--- src/rtl/regfile_param.sv ---
// Parametrised register file with write-through read ports, a per-register
// pending scoreboard and a zeroing sweep sequencer that runs after reset or on clear.
module regfile_param #(
    parameter int DATA_W   = 16,
    parameter int ADDR_W   = 4,
    parameter int ZERO_REG = 0
) (
    input  logic              clk,
    input  logic              reset,
    input  logic              write,
    input  logic [ADDR_W-1:0] wrAddr,
    input  logic [DATA_W-1:0] wrData,
    input  logic [ADDR_W-1:0] rdAddrA,
    output logic [DATA_W-1:0] rdDataA,
    input  logic [ADDR_W-1:0] rdAddrB,
    output logic [DATA_W-1:0] rdDataB,
    input  logic              lock,
    input  logic [ADDR_W-1:0] lockAddr,
    output logic              pendA,
    output logic              pendB,
    input  logic              clear,
    output logic              busy
);

    // state | meaning
    // IDLE  | array usable; write, lock and clear accepted
    // SWEEP | writing 0 to r_mem[r_ptr] each edge; ports read 0
    typedef enum logic {
        IDLE  = 1'b0,
        SWEEP = 1'b1
    } state_t;

    localparam int DEPTH = 2 ** ADDR_W;

    state_t            r_state;
    logic [ADDR_W-1:0] r_ptr;
    logic              r_busy;
    logic [DEPTH-1:0]  r_pend;
    logic [DATA_W-1:0] r_mem [DEPTH];

    logic w_wr_ok;
    logic w_lock_ok;

    // Register 0 is hardwired when ZERO_REG is set: writes and locks to it vanish.
    assign w_wr_ok   = write && !((ZERO_REG != 0) && (wrAddr == '0));
    assign w_lock_ok = lock  && !((ZERO_REG != 0) && (lockAddr == '0));

    always_ff @(posedge clk or posedge reset) begin
        if (reset) begin
            r_state <= SWEEP;
            r_ptr   <= '0;
            r_busy  <= 1'b1;
            r_pend  <= '0;
        end else begin
            case (r_state)
                SWEEP: begin
                    r_ptr <= r_ptr + ADDR_W'(1);
                    if (r_ptr == ADDR_W'(DEPTH - 1)) begin
                        r_state <= IDLE;
                        r_busy  <= 1'b0;
                    end
                end
                default: begin
                    if (clear) begin
                        r_state <= SWEEP;
                        r_ptr   <= '0;
                        r_busy  <= 1'b1;
                        r_pend  <= '0;
                    end else begin
                        // Lock is applied after the write so it wins on a shared address.
                        if (w_wr_ok)
                            r_pend[wrAddr] <= 1'b0;
                        if (w_lock_ok)
                            r_pend[lockAddr] <= 1'b1;
                    end
                end
            endcase
        end
    end

    // Array data has no reset; the sweep is what zeroes it.
    always_ff @(posedge clk) begin
        if (r_state == SWEEP)
            r_mem[r_ptr] <= '0;
        else if (w_wr_ok)
            r_mem[wrAddr] <= wrData;
    end

    always_comb begin
        rdDataA = '0;
        if (!r_busy && !((ZERO_REG != 0) && (rdAddrA == '0))) begin
            if (write && (wrAddr == rdAddrA))
                rdDataA = wrData;
            else
                rdDataA = r_mem[rdAddrA];
        end
    end

    always_comb begin
        rdDataB = '0;
        if (!r_busy && !((ZERO_REG != 0) && (rdAddrB == '0))) begin
            if (write && (wrAddr == rdAddrB))
                rdDataB = wrData;
            else
                rdDataB = r_mem[rdAddrB];
        end
    end

    assign pendA = !r_busy && r_pend[rdAddrA];
    assign pendB = !r_busy && r_pend[rdAddrB];
    assign busy  = r_busy;

endmodule

--- config.mk ---
export PLATFORM = sky130hd
export DESIGN_NAME = regfile_param
export DESIGN_NICKNAME = d
export VERILOG_FILES = /design/src/rtl/regfile_param.sv
export SDC_FILE = /design/constraint.sdc
export NUM_CORES = 1
export LEC_CHECK = 0
export BUFFER_PORTS_ARGS = -buffer_cell sky130_fd_sc_hd__buf_2
export CAP_MARGIN = 30
export CORE_MARGIN = 8
export CORE_UTILIZATION = 47
export CTS_BUF_LIST = sky130_fd_sc_hd__clkbuf_16
export DETAILED_ROUTE_END_ITERATION = 10
export MAX_ROUTING_LAYER = met4
export PLACE_DENSITY = 0.67
export SYNTH_ARGS = -nofsm -noshare
export SYNTH_HDL_FRONTEND = slang
export SYNTH_SLANG_ARGS = --single-unit
export TNS_END_PERCENT = 10
--- constraint.sdc ---
create_clock -name clk -period 2.9 [get_ports clk]
set_input_delay 0.58 -clock clk [delete_from_list [all_inputs] [get_ports clk]]
set_output_delay 0.58 -clock clk [all_outputs]
set_load 0.005 [all_outputs]
==> run_results.csv, run 1 <==
group,metric,value,unit
placement,dpl.hpwl,23.0,mm
cells_and_area,area_delta_synth_final,17.9,%
cts,htreeDepth,1,
timing,period_minus_slack,2.93,ns
synthesis,syn_area_per_cell,17.5,µm²
timing,rsz0062_at_grt,"yes",
flow_run,cap_violations,0,
outcome,status,"complete, but fails checks",
global_route,antenna_found_initial,0,
cells_and_area,postLayoutCoreUtil,55.8,%
outcome,violations,"negative setup slack",
power,power.total,0.0121,W
global_route,overflow,0,
timing,drv_slew,0,
power,switchingPower,0.00341,W
cts,cts_setup_buffers,0,
synthesis,synthCells,774,
setup_path,reg2reg_setup_slack,0.80,ns
setup_path,path_max_fanout,3,
placement,pre_cts_ws,-0.0127,ns
setup_path,critPathSlowestCell,"mux4_4",
power,p_sw_share,28.1,%
routing,postRouteAntennaNets,0,
setup_path,path_cells,"mux4_4 -> mux4_2 -> nor2b_1 -> buf_2",
setup_path,slowest_delay,0.61,ns
setup_path,worstSetupPathType,"flop to output pin",
cts,cts_sinks,278,
timing,slew_headroom,44.7,%
setup_path,endpoint_kind,"output pin",
power,powerDensity,762,nW/µm²
power,vdd_drop_max,0.475,mV
synthesis,synth_most_common_cell,"edfxtp_1",
power,p_comb_share,23.0,%
routing,drc_errors,0,
cts,cts.path.max_buffers,3,
setup_path,worstPathRequired,2.32,ns
synthesis,synth_common_cells,"edfxtp_1 (256), mux4_2 (132), a22oi_1 (64)",
timing,finalCritPeriodShare,101,%
synthesis,synth_top_cell_by_area,"edfxtp_1",
global_route,grt_max_degree,26,
cts,cts-root-buf,"clkbuf_16",
synthesis,ys_top_cells_by_area,"edfxtp_1 (57%), mux4_2 (22%), dfrtp_1 (3.7%), a22oi_1 (3.6%), a22o_1 (2.1%)",
timing,max_freq,342,MHz
synthesis,ys.flop_type,"edfxtp_1",
synthesis,synth_seq_cells,278,
synthesis,syn-num-nets,812,
setup_path,cp.arrival,2.35,ns
power,seqPwrFrac,45.8,%
synthesis,yosysSeqAreaShare,61.0,%
die,dieArea,34400,µm²
power,intPower,0.00873,W
routing,vias,8282,
placement,gp_congestion,0.857,
cts,hold_buffers,0,
routing,first_iter_violations,851,
cts,path_clk_slew,0.06,ns
setup_path,crit_path_start_kind,"flop",
setup_path,r2r_cells,5,
die,fp.dieW,186,µm
cells_and_area,n_antenna_cell,0,
die,core,28500,µm²
timing,setup_violations,1,
die,start_util,47.3,%
timing,skew,0.0123,ns
cts,clkLatencyLatePin,0.55,ns
timing,tightest_slew,0.829,ns
min_path,hp-class,"input pin to asynchronous set/reset pin",
power,power.leakage,5.60,nW
cts,cts_tree,"yes",
die,ioPinCount,72,
cells_and_area,fin_cells,1287,
timing,fin_ws,-0.0264,ns
synthesis,synth-edff-count,256,
routing,wl,35.9,mm
synthesis,syn-cell-area,13500,µm²
die,die_h,186,µm
timing,hold_violations,0,
global_route,grt_pass1_wl,54.0,mm
placement,io_buffers,71,
synthesis,synth.distinct_cells,36,
cells_and_area,final_layout_size_suffix_gt1_share,39.3,%
routing,dr.pass1.iters,5,
global_route,grtUsageTotal,22.0,%
die,row_count,62,
cells_and_area,num-nets-final,920,
synthesis,ys_async_sr_fraction,7.91,%
synthesis,yosysWarnings,0,
synthesis,synth_top_area_share,56.9,%
global_route,grt_pass1_vias,8575,
cts,cts_buffers,29,
power,clock_power_share,31.1,%
placement,dp_cells,1235,
routing,wl_per_cell,27.9,µm
routing,vias_per_cell,6.44,
==> metal layers <==
layer,vias up,global-route usage (%),routed length (µm)
met5,-,-,0
met4,0,6.70,878
met3,66,3.51,2780
met2,402,36.9,18500
met1,4334,27.5,13800
li1,3480,-,-
==> path summary, 6_finish.rpt <==
check	start	to
max reg2reg	r_state	r_mem[10][3]
min in group clk	lockAddr[1]	r_pend[12]
min	reset	r_pend[15]
max in group asynchronous	reset	r_ptr[1]
max	r_pend[5]	pendA
min reg2reg	r_pend[4]	r_pend[4]
==> state kept, by name (all words and copies together) (netlist names) <==
register / cells
r_mem: 256
r_pend: 16
busy: 1
r_state: 1
r_ptr: 4
==> final cells by class <==
type | instances | area, µm²
Tap cell | 384 | 480
Sequential cell | 278 | 8240
Inverter | 3 | 11.3
Clock inverter | 23 | 248
Timing Repair Buffer | 140 | 1240
Fill cell | 2253 | 12600
Multi-Input combinational cell | 430 | 4990
Clock buffer | 29 | 726
==> power groups by stage <==
| stage | clock [W] | combinational (W) | sequential, W |
|---|---|---|---|
| 4_1_cts | 0.00382 | 0.00280 | 0.00555 |
| 3_3_place_gp | 0 | 0.00270 | 0.00559 |
| 3_5_place_dp | 0 | 0.00278 | 0.00563 |
| 2_1_floorplan | 0 | 0.00161 | 0.00550 |
| 6_report | 0.00378 | 0.00280 | 0.00556 |
| 5_1_grt | 0.00398 | 0.00298 | 0.00563 |
==> metrics by stage <==
stage                     instance area, µm²  setup TNS [ns]  hold slack [ns]
after floorplan                        13500               0            0.482
after global placement                 14800        -0.00622            0.508
after detailed placement               14900         -0.0285            0.515
after CTS                              15900         -0.0404            0.218
after global routing                   15900         -0.0977            0.273
final                                  15900         -0.0264            0.191
==> placed cells by master, fill, tap and decap left out, types with 2 or more instances in the layout <==
cell	Yosys	final
nand2_1	45	45
edfxtp_1	256	256
nor2_2	0	16
nor2b_1	11	6
a21oi_1	22	20
nand3b_1	2	2
bufinv_16	0	5
o21ai_0	35	35
mux4_4	4	4
a22oi_2	0	2
buf_6	6	2
clkbuf_16	0	29
and3b_1	4	4
nor2_1	26	10
buf_16	0	4
nor3b_1	4	4
buf_12	2	21
dfstp_2	2	2
mux4_2	132	133
xor2_1	9	9
and3_1	2	2
a21oi_2	0	2
dfrtp_1	20	20
buf_2	12	69
nand3_1	5	5
and2_1	18	18
a22o_1	32	32
clkinv_2	0	11
nor2b_2	0	4
nor3_1	2	2
a22oi_1	64	62
a31oi_1	4	4
buf_4	6	43
inv_1	3	6
==> critical path: cells and delay by family (launching register included) <==
family / cells / cell delay, ns
simple gates: 1 / 0.15
buf+inv: 1 / 0.13
mux: 2 / 1.11
flops: 1 / 0.42
==> cell families after synthesis <==
| logic type | count (synthesis) | synth area share [%] |
|---|---|---|
| adders and majority gates | 1 | 0.0926 |
| and+or+nand+nor | 122 | 4.42 |
| AOI/OAI and AO/OA | 159 | 8.05 |
| muxes | 138 | 23.1 |
| DFF | 278 | 61.0 |
| xor gates and xnor gates | 10 | 0.648 |
| buffers and inverters | 66 | 2.70 |
==> timing repair <==
item / CTS / global route
cloned: 0 / 0
gates resized for setup: 2 / 6
setup endpoints to repair: 4 / 9
endpoints found under the hold margin: 0 / 0
Power figures use the tool's default switching activity.
==> run 2, diff against run 1 <==
--- a/config.mk
+++ b/config.mk
@@ -9,7 +9,6 @@
 export CAP_MARGIN = 30
 export CORE_MARGIN = 8
 export CORE_UTILIZATION = 47
-export CTS_BUF_LIST = sky130_fd_sc_hd__clkbuf_16
 export DETAILED_ROUTE_END_ITERATION = 10
 export MAX_ROUTING_LAYER = met4
 export PLACE_DENSITY = 0.67
==> run 2 against run 1 <==
Net effect:
- the run still ends with negative setup slack left
- combinational power hardly changed
- final cell count stayed put
- flip-flop and latch count stayed put
- register-to-register slack hardly changed
- routed wire length is 0.19% higher
- worst setup slack better by 0.00056 ns
- largest cell class unchanged
- first-iteration DRC count is 3.8% lower
- clock power hardly changed
==> run_results.csv, run 2 (synthesized netlist as in run 1, its figures left out) <==
group,metric,value,unit
outcome,status,"complete, but fails checks",
outcome,violations,"negative setup slack",
cells_and_area,n_antenna_cell,0,
timing,fin_ws,-0.0258,ns
timing,fin_tns_setup,-0.0258,ns
die,fp.dieW,186,µm
cells_and_area,num-nets-final,920,
cells_and_area,regMostFlops,"r_mem",
cts,cts_tree,"yes",
cts,htreeDepth,1,
die,dieArea,34400,µm²
timing,tightest_slew,0.829,ns
power,power.leakage,5.59,nW
routing,wl,36.0,mm
global_route,overflow,0,
cts,cts_sinks,278,
power,vdd_drop_max,0.477,mV
global_route,grtUsageTotal,22.0,%
timing,drv_slew,0,
min_path,hp-class,"input pin to asynchronous set/reset pin",
timing,finalCritPeriodShare,101,%
setup_path,path_max_fanout,3,
die,row_count,62,
setup_path,crit_path_start_kind,"flop",
cells_and_area,final_common_cell,"edfxtp_1",
cells_and_area,mostFrequentLayoutCells,"edfxtp_1 (256), mux4_2 (133), buf_2 (69)",
cts,clkLatencyLatePin,0.55,ns
timing,skew,0.0137,ns
flow_run,cap_violations,0,
global_route,grt_max_degree,26,
timing,fin_hold_ws,0.192,ns
cts,path_clk_slew,0.06,ns
die,die_h,186,µm
global_route,grt_pass1_vias,8575,
die,start_util,47.3,%
timing,rsz0062_at_grt,"yes",
die,ioPinCount,72,
placement,gp_congestion,0.857,
cells_and_area,fin_area,15900,µm²
routing,postRouteAntennaNets,0,
die,core,28500,µm²
cts,cts-root-buf,"clkbuf_16",
routing,dr.pass1.iters,7,
timing,period_minus_slack,2.93,ns
power,powerDensity,763,nW/µm²
routing,vias,8314,
setup_path,worstPathRequired,2.32,ns
cts,cts.path.max_buffers,3,
routing,vias_per_cell,6.46,
timing,max_freq,342,MHz
cts,cts_buffers,29,
routing,drc_errors,0,
timing,hold_violations,0,
routing,wl_per_cell,28.0,µm
setup_path,endpoint_kind,"output pin",
setup_path,worstSetupPathType,"flop to output pin",
cells_and_area,largest_register_ffs,256,
placement,place_area,14900,µm²
placement,dpl.hpwl,23.0,mm
timing,setup_violations,1,
setup_path,cp.arrival,2.35,ns
cells_and_area,fin_cells,1287,
cells_and_area,largestRegisters,"r_mem: 256 flops, r_pend: 16 flops, r_ptr: 4 flops",
placement,io_buffers,71,
timing,slew_headroom,44.7,%
cells_and_area,area_delta_synth_final,17.9,%
global_route,grt_pass1_wl,54.0,mm
global_route,antenna_found_initial,0,
routing,first_iter_violations,819,
placement,dp_cells,1235,
cells_and_area,final_layout_size_suffix_gt1_share,39.3,%
## run 2: cell count changes in the layout (fill, tap and decap cells not counted), sizes merged
| cell | change |
|---|---|
| inv | -3 |
| clkbuf | +3 |
## run 2: worst paths after layout
kind / endpoint / startpoint / cells past startpoint / slack [ns]
worst min-delay path: r_pend[15] / reset / 2 / 0.19
worst min register to register: r_pend[4] / r_pend[4] / 2 / 0.54
min in group clk: r_pend[12] / lockAddr[1] / 3 / 0.42
worst max register to register: r_mem[10][3] / r_state / 5 / 0.80
worst max-delay path: pendA / r_pend[5] / 4 / -0.03
max in group asynchronous: r_ptr[1] / reset / 2 / 2.19
## run 2: power breakdown
group          switching [W]  leakage, nW  internal, W
Sequential          0.000341         2.68      0.00522
Clock                0.00151        0.487      0.00228
Combinational        0.00156         2.42      0.00124
## run 2: repair_timing
item,CTS,global route
gates cloned,0,0
gates resized for setup,2,6
hold buffers,0,0
buffers inserted,0,0
endpoints found under the setup margin,4,9
## run 2: metrics by stage
step	utilization (%)	power (W)	setup WS, ns
after global placement	51.9	0.00828	-0.00622
after floorplan	-	0.00711	0.372
after CTS	55.7	0.0122	-0.0404
after global routing	55.8	0.0126	-0.0596
after detailed placement	52.3	0.00841	-0.0127
final	55.8	0.0121	-0.0258
## run 2: critical path: stages, from the launching register on
cell	delay, ns
dfrtp_1	0.42
mux4_4	0.61
mux4_2	0.50
nor2b_1	0.15
buf_2	0.13
## run 2: area by class of cell
cell class / count / area, µm²
multi-input cells: 430 / 4990
repair buffers: 140 / 1240
well taps: 384 / 480
fillers: 2253 / 12600
inverters: 3 / 11.3
clock buffers: 32 / 737
flip-flops and latches: 278 / 8240
clock inverters: 20 / 236
## run 2: metal layers
| layer | vias up | wire, µm | share of wire, % | GRT usage (%) |
|---|---|---|---|---|
| met2 | 408 | 18500 | 51 | 36.9 |
| met1 | 4359 | 14000 | 39 | 27.5 |
| li1 | 3481 | - | - | - |
| met5 | - | 0 | 0 | - |
| met3 | 66 | 2690 | 7.5 | 3.51 |
| met4 | 0 | 878 | 2.4 | 6.70 |
==> run 3, diff against run 2 <==
--- a/config.mk
+++ b/config.mk
@@ -12,6 +12,7 @@
 export DETAILED_ROUTE_END_ITERATION = 10
 export MAX_ROUTING_LAYER = met4
 export PLACE_DENSITY = 0.67
+export RECOVER_POWER = 25
 export SYNTH_ARGS = -nofsm -noshare
 export SYNTH_HDL_FRONTEND = slang
 export SYNTH_SLANG_ARGS = --single-unit
==> run 3 against run 2 <==
Net effect:
- the run still ends with negative setup slack left
- critical path depth unchanged
- register-to-register slack worse by 0.37 ns
- worst setup slack better by 0.011 ns
- clock-buffer cell count unchanged
- total power down 0.16%
- global-route usage unchanged
- clock power about the same
- largest cell class unchanged
==> run_results.csv, run 3 (synthesized netlist as in run 1, its figures left out) <==
group,metric,value,unit
global_route,grtUsageTotal,22.0,%
flow_run,cap_violations,0,
die,fp.dieW,186,µm
global_route,use_met1,27.5,%
cts,cts_sinks,278,
power,vdd_drop_max,0.475,mV
cts,cts_buffers,29,
timing,max_freq,343,MHz
cts,path_clk_slew,0.06,ns
timing,hold_violations,0,
routing,first_iter_violations,846,
routing,wl_per_cell,27.9,µm
timing,fin_hold_ws,0.198,ns
cells_and_area,multi_input_area,4980,µm²
cells_and_area,largest_register_ffs,256,
setup_path,worstPathRequired,2.32,ns
cells_and_area,seq_area,8240,µm²
power,power.total,0.0121,W
cts,cts-root-buf,"clkbuf_16",
cells_and_area,n_antenna_cell,0,
die,row_count,62,
routing,wl,36.0,mm
global_route,antenna_found_initial,0,
cells_and_area,final_layout_size_suffix_gt1_share,38.6,%
cts,htreeDepth,1,
setup_path,worstReg2RegStart,"r_state",
cells_and_area,fin_cells,1287,
global_route,use_met3,3.51,%
setup_path,crit_path_start_kind,"flop",
die,dieArea,34400,µm²
min_path,hp-class,"input pin to asynchronous set/reset pin",
timing,period_minus_slack,2.92,ns
power,power.leakage,5.58,nW
setup_path,worstSetupPathType,"flop to output pin",
placement,dp_cells,1235,
timing,slew_headroom,43.7,%
cells_and_area,num-fill-cells,2259,
setup_path,r2r_cells,5,
global_route,grt_max_degree,26,
timing,skew,0.0130,ns
global_route,overflow,0,
setup_path,rr_endpoint,"r_mem[12][4]",
routing,drc_errors,0,
cells_and_area,largestRegisters,"r_mem: 256 flops, r_pend: 16 flops, r_ptr: 4 flops",
setup_path,reg2reg_setup_slack,0.43,ns
power,powerDensity,762,nW/µm²
die,die_h,186,µm
cells_and_area,final_common_cell,"edfxtp_1",
outcome,violations,"negative setup slack",
setup_path,path_max_fanout,3,
placement,io_buffers,71,
global_route,use_met2,36.9,%
routing,dr.pass1.iters,5,
routing,vias,8243,
cells_and_area,area_delta_synth_final,17.7,%
global_route,busiest_layer,"met2",
timing,fin_ws,-0.0151,ns
die,ioPinCount,72,
global_route,grt_pass1_wl,54.0,mm
cells_and_area,mostFrequentLayoutCells,"edfxtp_1 (256), mux4_2 (133), buf_2 (69)",
global_route,grt_pass1_vias,8575,
die,core,28500,µm²
routing,postRouteAntennaNets,0,
timing,drv_slew,0,
outcome,status,"complete, but fails checks",
timing,finalCritPeriodShare,101,%
cts,hold_buffers,0,
setup_path,cp.arrival,2.34,ns
cts,cts_tree,"yes",
timing,rsz0062_at_grt,"yes",
placement,pre_cts_ws,-0.0127,ns
placement,gp_congestion,0.857,
routing,vias_per_cell,6.40,
timing,setup_violations,1,
timing,tightest_slew,0.844,ns
cts,cts.path.max_buffers,3,
setup_path,endpoint_kind,"output pin",
timing,fin_tns_setup,-0.0151,ns
cells_and_area,num-nets-final,920,
cts,clkLatencyLatePin,0.55,ns
placement,dpl.hpwl,23.0,mm
cells_and_area,regMostFlops,"r_mem",
die,start_util,47.3,%
run 3: changes by cell type in the layout (fill, tap and decap cells not counted), sizes merged:
cell    before  now
buf        140  138
clkbuf      32   34
run 3: power breakdown:
group / switching, W / total, W / leakage [nW] / internal [W]
combinational: 0.00155 / 0.00278 / 2.41 / 0.00123
sequential: 0.000338 / 0.00556 / 2.68 / 0.00522
clock: 0.00152 / 0.00379 / 0.487 / 0.00228
total: 0.00340 / 0.0121 / 5.58 / 0.00873
run 3: worst max-delay path by stage:
stage	end	depth (start not counted)	startpoint	slack, ns
global route	pendA	4	r_pend[5]	-0.06
CTS	pendA	4	r_pend[5]	-0.04
detailed placement	rdDataA[15]	8	rdAddrA[0]	-0.01
floorplan	rdDataB[10]	7	rdAddrB[0]	0.37
global placement	rdDataA[15]	8	rdAddrA[0]	-0.006
finish	pendA	4	r_pend[5]	-0.02
run 3: worst max-delay path, stage by stage, from the launching register on:
cell and delay, ns:
dfrtp_1 0.41, mux4_4 0.61, mux4_2 0.50, nor2b_1 0.15, buf_2 0.13
run 3: timing repair:
| item | in CTS | in global routing |
|---|---|---|
| setup buffers | 0 | 0 |
| resized for setup | 2 | 6 |
| setup endpoints to repair | 4 | 9 |
run 3: metrics by stage:
stage          area (µm²)  utilization [%]
6_report            15900             55.7
5_1_grt             15900             55.7
4_1_cts             15900             55.7
3_5_place_dp        14900             52.3
3_3_place_gp        14800             51.9
2_1_floorplan       13500                -
run 3: metal layers:
metal | wire length, µm | share of wire [%]
met2 | 18500 | 52
met5 | 0 | 0
met4 | 879 | 2.4
met3 | 2680 | 7.4
met1 | 13900 | 39
run 3: final cells by class:
type / instances / share of cell area, %
multi-input cells: 430 / 31.3
clock inverters: 20 / 1.49
well taps: 384 / 3.02
clock buffers: 32 / 4.63
repair buffers: 140 / 7.73
inverters: 3 / 0.0708
flip-flops and latches: 278 / 51.8
